File: src/rtl/cpu_branch_resolver_pkg.sv
// Shared CPU constants and helpers for the branch resolution queue.
package cpu_branch_resolver_pkg;

  localparam int INSTR_BYTES = 4;

  typedef enum logic [1:0] {
    OUT_NONE,
    OUT_HIT,
    OUT_MISS,
    OUT_EMPTY
  } outcome_e;

  // A not-taken prediction carries no meaningful target, so targets only matter when both are taken.
  function automatic logic is_mispredict(input logic pred_taken, input logic act_taken,
                                         input logic target_match);
    return (pred_taken != act_taken) || (pred_taken && act_taken && !target_match);
  endfunction

endpackage

File: src/rtl/cpu_branch_fifo.sv
// Parameterised pointer FIFO: synchronous clear, push/pop, head read and occupancy count.
module cpu_branch_fifo #(
  parameter int WIDTH     = 65,
  parameter int DEPTH     = 4,
  parameter int PTR_WIDTH = $clog2(DEPTH)
) (
  input  logic                 clk,
  input  logic                 rst,
  input  logic                 clear,
  input  logic                 push,
  input  logic                 pop,
  input  logic [WIDTH-1:0]     wdata,
  output logic [WIDTH-1:0]     rdata,
  output logic [PTR_WIDTH:0]   count
);

  logic [WIDTH-1:0]     mem [DEPTH];
  logic [PTR_WIDTH-1:0] wr_ptr;
  logic [PTR_WIDTH-1:0] rd_ptr;

  // NOTE: sequential state uses non-blocking assignments so every register samples pre-edge values.
  always_ff @(posedge clk or posedge rst) begin
    if (rst) begin
      wr_ptr <= '0;
      rd_ptr <= '0;
      count  <= '0;
    end else if (clear) begin
      wr_ptr <= '0;
      rd_ptr <= '0;
      count  <= '0;
    end else begin
      if (push) wr_ptr <= wr_ptr + 1'b1;
      if (pop)  rd_ptr <= rd_ptr + 1'b1;
      case ({push, pop})
        2'b10:   count <= count + 1'b1;
        2'b01:   count <= count - 1'b1;
        default: count <= count;
      endcase
    end
  end

  // NOTE: storage is not reset; pointers and count alone define which entries are live.
  always_ff @(posedge clk) begin
    if (push && !clear) mem[wr_ptr] <= wdata;
  end

  assign rdata = mem[rd_ptr];

endmodule

File: src/rtl/cpu_branch_resolver.sv
// In-order branch resolution queue: compares execute outcomes with predictions, trains and redirects.
module cpu_branch_resolver
  import cpu_branch_resolver_pkg::*;
#(
  parameter int XLEN      = 32,
  parameter int DEPTH     = 4,
  parameter int PTR_WIDTH = $clog2(DEPTH)
) (
  input  logic                 clk,
  input  logic                 rst,
  input  logic                 pred_valid,
  output logic                 pred_ready,
  input  logic [XLEN-1:0]      pred_addr,
  input  logic                 pred_taken,
  input  logic [XLEN-1:0]      pred_target,
  input  logic                 resolve_valid,
  input  logic                 resolve_taken,
  input  logic [XLEN-1:0]      resolve_target,
  input  logic                 flush,
  output logic                 update,
  output logic [XLEN-1:0]      update_addr,
  output logic                 update_taken,
  output logic                 redirect,
  output logic [XLEN-1:0]      redirect_pc,
  output logic [PTR_WIDTH:0]   count,
  output logic [15:0]          mispredicts,
  output logic                 err
);

  localparam int REC_W = 2 * XLEN + 1;
  localparam logic [PTR_WIDTH:0] FULL = (PTR_WIDTH + 1)'(DEPTH);

  logic [REC_W-1:0] head_rec;
  logic [XLEN-1:0]  head_addr;
  logic [XLEN-1:0]  head_target;
  logic             head_taken;
  outcome_e         outcome;
  logic             push_ok;
  logic             fifo_clear;

  assign {head_addr, head_taken, head_target} = head_rec;
  assign pred_ready = (count != FULL);
  assign push_ok    = pred_valid && pred_ready;

  // NOTE: every always_comb output gets a default first so no path can infer a latch.
  always_comb begin
    outcome = OUT_NONE;
    if (resolve_valid) begin
      if (count == '0)
        outcome = OUT_EMPTY;
      else if (!flush)
        outcome = is_mispredict(head_taken, resolve_taken, head_target == resolve_target)
                  ? OUT_MISS : OUT_HIT;
    end
  end

  // A mispredict squashes every younger record, including a same-cycle wrong-path push.
  assign fifo_clear = flush || (outcome == OUT_MISS);

  cpu_branch_fifo #(
    .WIDTH     (REC_W),
    .DEPTH     (DEPTH),
    .PTR_WIDTH (PTR_WIDTH)
  ) u_fifo (
    .clk   (clk),
    .rst   (rst),
    .clear (fifo_clear),
    .push  (push_ok),
    .pop   (outcome == OUT_HIT),
    .wdata ({pred_addr, pred_taken, pred_target}),
    .rdata (head_rec),
    .count (count)
  );

  always_ff @(posedge clk or posedge rst) begin
    if (rst) begin
      update       <= 1'b0;
      update_addr  <= '0;
      update_taken <= 1'b0;
      redirect     <= 1'b0;
      redirect_pc  <= '0;
      mispredicts  <= '0;
      err          <= 1'b0;
    end else begin
      update   <= (outcome == OUT_HIT) || (outcome == OUT_MISS);
      redirect <= (outcome == OUT_MISS);
      if ((outcome == OUT_HIT) || (outcome == OUT_MISS)) begin
        update_addr  <= head_addr;
        update_taken <= resolve_taken;
      end
      if (outcome == OUT_MISS) begin
        redirect_pc <= resolve_taken ? resolve_target : head_addr + XLEN'(INSTR_BYTES);
        if (mispredicts != 16'hFFFF) mispredicts <= mispredicts + 16'd1;
      end
      if (outcome == OUT_EMPTY) err <= 1'b1;
    end
  end

endmodule

File: config.mk
export PLATFORM = sky130hd
export DESIGN_NAME = cpu_branch_resolver
export DESIGN_NICKNAME = d
export VERILOG_FILES = /design/src/rtl/cpu_branch_resolver_pkg.sv /design/src/rtl/cpu_branch_fifo.sv /design/src/rtl/cpu_branch_resolver.sv
export SDC_FILE = /design/constraint.sdc
export NUM_CORES = 1
export LEC_CHECK = 0
export CAP_MARGIN = 20
export CORE_MARGIN = 4
export CORE_UTILIZATION = 50
export DETAILED_ROUTE_END_ITERATION = 12
export HOLD_SLACK_MARGIN = 0.05
export PLACE_DENSITY = 0.74
export SKIP_LAST_GASP = 1
export SLEW_MARGIN = 20
export SYNTH_ARGS = -nofsm -noshare
export SYNTH_HDL_FRONTEND = slang
export SYNTH_SLANG_ARGS = --single-unit
File: constraint.sdc
create_clock -name clk -period 13.95 [get_ports clk]
set_input_delay 2.0925 -clock clk [delete_from_list [all_inputs] [get_ports clk]]
set_output_delay 2.0925 -clock clk [all_outputs]
set_load 0.1 [all_outputs]
==> impl_metrics.yaml, run 1 <==
power:
  power.density_mw_per_mm2: 231
  leakage_nw: 6.13
  power_w: 0.00412
  pwr-share-comb: 0.428
  seqPwrFrac: 0.345
  switching_share: 0.425
  internal_power_w: 0.00237
  p_switching_w: 0.00175
  pwr-share-clk: 0.227
  vdd_drop_max_mv: 0.274
timing:
  tightest_slew_ns: 1.09
  finalMaxSlewViolations: 0
  clock_skew_ns: 0.0172
  layout_min_cycle_time_ns: 6.21
  max_clock_freq_mhz: 161
  setup_viol: 0
  fin_setup_tns_ns: 0
  grt_setup_unrepaired: "false"
  hold_violations: 0
  slew_headroom: 0.271
  finalCritPeriodShare: 0.445
logic_synthesis:
  yosysSeqAreaShare: 0.700
  ys.flop_type: "edfxtp_1"
  ys_ff_latch: 351
  synth_warnings: 0
  synthDominantCellAreaShare: 0.542
  synthTopCellsByArea: "edfxtp_1 54%, dfrtp_1 16%, mux4_1 6.0%"
  synth_cell_types: 43
  synthArstFlopShare: 0.259
  syn_area_mm2: 0.0144
  synth_top_area_cell: "edfxtp_1"
  syn_avg_cell_area_um2: 17.9
  syn-num-nets: 917
  synth_edf_count: 260
  synth_cells: 803
setup_path:
  reg2reg_to: "u_fifo.mem[0][60]$_DFFE_PP_"
  cpMostUsedCell: "buf_4"
  timing.rr.start: "u_fifo.rd_ptr[0]$_DFFE_PP0P_"
  slowest_delay_ns: 0.83
  cp-end-kind: "flip-flop"
  critical-path-top-delay-family: "simple AND/OR/NAND/NOR gates"
  crit_path_end: "u_fifo.mem[0][60]$_DFFE_PP_"
  r2r_cells: 12
  worstPathMaxFanout: 65
  startpoint_type: "flip-flop"
  crit_chain: "buf_4 > mux4_1 > xnor2_1 > nand4_1 > nor4_1 > nand2_1 > a32o_1 > ha_2 > or2_2 > nor2_1 > and2_2 > buf_4"
  cp.depth: 12
  crit_slowest_cell: "dfrtp_4"
  critPathBufInv: 2
  worstSetupStartpoint: "u_fifo.rd_ptr[0]$_DFFE_PP0P_"
  critPathKind: "flip-flop to flip-flop"
  r2r_slack_ns: 7.74
  crit_arrival_ns: 6.34
  cp_data_required_time_ns: 14.08
clock_network:
  cts.sinks: 351
  cts_hold_buf: 0
  numCtsBuffers: 37
  root_buffer: "clkbuf_16"
  post_cts_buffers: 0
  cts_htree_levels: 2
  clock_latency_ns: 0.52
  post_cts_resized: 0
  clk_path_buf_depth: 3
  cts_tree: "built"
  path_clk_slew_ns: 0.06
global_routing:
  grt-ovfl-total: 0
  grt_max_degree: 72
  grt_use_total: 0.212
  grt_pass1_vias: 8242
  antenna_found_initial: 0
  grt_pass1_wl_um: 50100
cells_and_area:
  layout.cells.non_filler: 1413
  fillers: 2054
  most-common-layout-cells: "260 x edfxtp_1, 190 x clkdlybuf4s50_1, 89 x dfrtp_1"
  multi_input_area_mm2: 0.00405
  antennaDiodeCount: 0
  seqCellArea_mm2: 0.0101
  nNetsFinal: 1121
  final_core_util: 0.634
  layout_commonest_cell: "edfxtp_1"
  drive_above_1_share: 0.137
  syn2layout_area_growth_pct: 23.6
floorplanning:
  num_rows: 61
  num_io_pins: 191
  dieArea_mm2: 0.0316
  core-area_mm2: 0.0281
  fp.dieH_um: 178
  fp.dieW_um: 178
  start_util: 0.513
placement:
  hpwl_um: 22200
  placement.io_buffers: 190
  dp_cells: 1346
  routabilityCongestion: 0.829
detailed_routing:
  wl_um: 33700
  routedWlPerCell_um: 23.8
  antenna_left: 0
  via_per_inst: 5.71
  first_pass_iters: 5
  drtIter0Drc: 558
  drc: 0
  num_vias: 8065
min_path:
  hp-start: "err$_DFFE_PP0N_"
  hold_path.class: "flip-flop to flip-flop"
flow_run:
  drv_cap: 0
status:
  status: "finished, final reports clean"
[Yosys cell counts (20+ instances only)]
cell type,instances
edfxtp_1,260
mux2_2,41
nand3_1,33
and3_1,20
xor2_1,26
dfrtp_1,91
xnor2_1,52
o21ai_0,20
nand2_1,29
mux4_2,32
mux4_1,33
clkbuf_1,22
[worst register-to-register path, stage by stage (launching register included)]
cell,delay [ns]
dfrtp_4,0.83
buf_4,0.70
mux4_1,0.69
xnor2_1,0.18
nand4_1,0.20
nor4_1,0.46
nand2_1,0.23
a32o_1,0.34
ha_2,0.50
or2_2,0.52
nor2_1,0.19
and2_2,0.16
buf_4,0.74
[sequential cells by signal, summed over array words and instances, names as in the netlist]
name,count
err,1
mispredicts,16
redirect,1
redirect_pc,32
u_fifo.count,3
u_fifo.mem,260
u_fifo.rd_ptr,2
u_fifo.wr_ptr,2
update,1
update_addr,32
update_taken,1
[worst min-delay path by stage]
stage                                        end  slack [ns]  cells after the start
floorplan           u_fifo.wr_ptr[1]$_DFFE_PP0P_        0.54                      2
global placement                 err$_DFFE_PP0N_        0.46                      1
detailed placement               err$_DFFE_PP0N_        0.47                      1
CTS                              err$_DFFE_PP0N_        0.49                      1
global route                     err$_DFFE_PP0N_        0.49                      1
finish                           err$_DFFE_PP0N_        0.49                      1
[per-layer routing]
metal / GRT usage / wire length, µm / up-vias
met4: 0.0454 / 393 / 0
met1: 0.297 / 13900 / 4114
met5: 0 / 0 / -
li1: - / - / 3565
met2: 0.348 / 16700 / 349
met3: 0.0435 / 2660 / 37
[power groups by stage]
| stage | Sequential [W] | Combinational (W) | Clock (W) |
|---|---|---|---|
| 6_report | 0.00142 | 0.00176 | 0.000934 |
| 5_1_grt | 0.00144 | 0.00183 | 0.000996 |
| 4_1_cts | 0.00142 | 0.00178 | 0.000949 |
| 3_5_place_dp | 0.00144 | 0.00177 | 0 |
| 3_3_place_gp | 0.00144 | 0.00175 | 0 |
| 2_1_floorplan | 0.00217 | 0.000578 | 0 |
[cell type report]
type,instances,share of cell area
Clock inverter,16,0.00808
Inverter,16,0.00351
Multi-Input combinational cell,402,0.228
Tap cell,378,0.0266
Timing Repair Buffer,199,0.111
Sequential cell,351,0.567
Clock buffer,51,0.0567
[stage by stage]
step / worst slack, ns / hold WS, ns / instance area, µm²
2_1_floorplan: 7.99 / 0.543 / 14400
3_3_place_gp: 7.36 / 0.458 / 16600
3_5_place_dp: 7.31 / 0.473 / 16600
4_1_cts: 7.65 / 0.487 / 17800
5_1_grt: 7.37 / 0.492 / 17800
6_report: 7.74 / 0.488 / 17800
[logic make-up after synthesis]
logic type / Yosys count / synth area share
AO/OA/AOI/OAI: 51 / 0.0213
XOR/XNOR: 78 / 0.0474
adder cells (fa/ha/maj): 11 / 0.0101
buffers and inverters: 50 / 0.0193
flip-flops: 351 / 0.700
multiplexers: 111 / 0.146
AND/OR/NAND/NOR: 151 / 0.0559
Power figures use the tool's default switching activity.
==> run 2: changes to the inputs <==
==> constraint.sdc (replaced) <==
create_clock -name clk -period 6.02 [get_ports clk]
set_input_delay 0.903 -clock clk [delete_from_list [all_inputs] [get_ports clk]]
set_output_delay 0.903 -clock clk [all_outputs]
set_load 0.1 [all_outputs]
==> impl_metrics.yaml, run 2 (synthesis results as in run 1) <==
status:
  status: "finished, final reports clean"
setup_path:
  crit_arrival_ns: 4.99
  critPathKind: "flip-flop to flip-flop"
  cp-end-kind: "flip-flop"
  cp_data_required_time_ns: 6.16
  worstPathMaxFanout: 36
  startpoint_type: "flip-flop"
  worstSetupStartpoint: "u_fifo.rd_ptr[0]$_DFFE_PP0P_"
  timing.rr.start: "u_fifo.rd_ptr[0]$_DFFE_PP0P_"
timing:
  setup_viol: 0
  tightest_slew_ns: 1.01
  fin_setup_tns_ns: 0
  slew_headroom: 0.324
  grt_setup_unrepaired: "false"
  finalMaxSlewViolations: 0
  clock_skew_ns: 0.0275
  layout_min_cycle_time_ns: 4.86
  max_clock_freq_mhz: 206
  hold_violations: 0
  finalCritPeriodShare: 0.807
power:
  leakage_nw: 6.22
  vdd_drop_max_mv: 0.581
  power_w: 0.00964
  power.density_mw_per_mm2: 537
cells_and_area:
  layout_commonest_cell: "edfxtp_1"
  most-common-layout-cells: "260 x edfxtp_1, 190 x clkdlybuf4s50_1, 89 x dfrtp_1"
  syn2layout_area_growth_pct: 24.5
  nNetsFinal: 1127
  top_register: "u_fifo.mem"
  top_regs: "u_fifo.mem x260, redirect_pc x32, update_addr x32"
  antennaDiodeCount: 0
  largest_reg_flops: 260
  fillers: 1995
  seqCellArea_mm2: 0.0101
  multi_input_area_mm2: 0.00405
  drive_above_1_share: 0.152
clock_network:
  numCtsBuffers: 36
  post_cts_resized: 0
  clk_path_buf_depth: 3
  post_cts_buffers: 0
  cts_hold_buf: 0
  path_clk_slew_ns: 0.06
  root_buffer: "clkbuf_16"
  clock_latency_ns: 0.52
  cts.sinks: 351
  cts_htree_levels: 2
  cts_tree: "built"
floorplanning:
  fp.dieH_um: 178
  fp.dieW_um: 178
  dieArea_mm2: 0.0316
  num_io_pins: 191
  start_util: 0.513
  core-area_mm2: 0.0281
  num_rows: 61
placement:
  hpwl_um: 23000
  routabilityCongestion: 0.781
  placement.io_buffers: 190
detailed_routing:
  via_per_inst: 5.71
  wl_um: 33300
  num_vias: 8105
  antenna_left: 0
  routedWlPerCell_um: 23.5
  first_pass_iters: 6
  drc: 0
  drtIter0Drc: 701
min_path:
  hold_path.class: "flip-flop to flip-flop"
  hp-start: "err$_DFFE_PP0N_"
global_routing:
  antenna_found_initial: 2
  grt_use_total: 0.212
  grt_pass1_vias: 8272
  grt_max_degree: 48
  grt_pass1_wl_um: 50500
  grt-ovfl-total: 0
flow_run:
  drv_cap: 0
==> run 2: cell count changes in the layout (fill, tap and decap cells not counted), moves of 5 or more <==
cell and delta:
clkinv_2 +5, clkinv_1 -5, clkbuf_1 -5, buf_4 +5
==> run 2: path summary, 6_finish.rpt <==
| path | cells after the start | endpoint | slack [ns] |
|---|---|---|---|
| max reg2reg | 12 | u_fifo.mem[1][36]$_DFFE_PP_ | 1.16 |
| min in group asynchronous | 2 | mispredicts[7]$_DFFE_PP0P_ | 0.85 |
| min reg2reg | 1 | err$_DFFE_PP0N_ | 0.48 |
| max in group asynchronous | 3 | u_fifo.rd_ptr[0]$_DFFE_PP0P_ | 4.02 |
| max | 12 | u_fifo.mem[1][36]$_DFFE_PP_ | 1.16 |
| min | 1 | err$_DFFE_PP0N_ | 0.48 |
==> run 2: area by class of cell <==
type / count / area share
Sequential cell: 351 / 0.563
Multi-Input combinational cell: 402 / 0.226
Timing Repair Buffer: 206 / 0.114
Clock buffer: 48 / 0.0574
Tap cell: 378 / 0.0264
Clock inverter: 18 / 0.0101
Inverter: 16 / 0.00349
==> run 2: metal layers <==
layer	vias to the layer above	share of wire	global-route usage
met3	36	0.082	0.0486
met4	4	0.016	0.0429
li1	3595	-	-
met2	343	0.49	0.345
met5	-	0.00063	0
met1	4127	0.41	0.300
==> run 2: where the power goes <==
part / switching (W) / leakage [nW] / internal (W)
logic: 0.00286 / 2.17 / 0.00125
registers: 0.000294 / 3.47 / 0.00300
clock network: 0.000891 / 0.588 / 0.00134
total: 0.00405 / 6.22 / 0.00559
==> run 2: worst max-delay path, cell delays in order, from the launching register on <==
cell     delay [ns]
dfrtp_4        0.89
buf_4          0.37
mux4_2         0.55
xnor2_1        0.17
nand4_1        0.13
nor4_1         0.28
nand2_1        0.20
a32o_1         0.34
ha_2           0.18
or2_2          0.38
nor2_1         0.25
and2_2         0.20
buf_4          0.46
==> run 2: stage by stage <==
step | util | std cells | hold slack [ns] | worst slack (ns) | instance area [µm²]
CTS | 0.638 | 1419 | 0.479 | 1.13 | 17900
finish | 0.639 | 1419 | 0.480 | 1.16 | 17900
floorplan | - | 803 | 0.543 | 0.618 | 14400
detailed placement | 0.595 | 1353 | 0.465 | 1.21 | 16700
global route | 0.639 | 1419 | 0.514 | 0.831 | 17900
global placement | 0.595 | 1353 | 0.464 | 1.32 | 16700
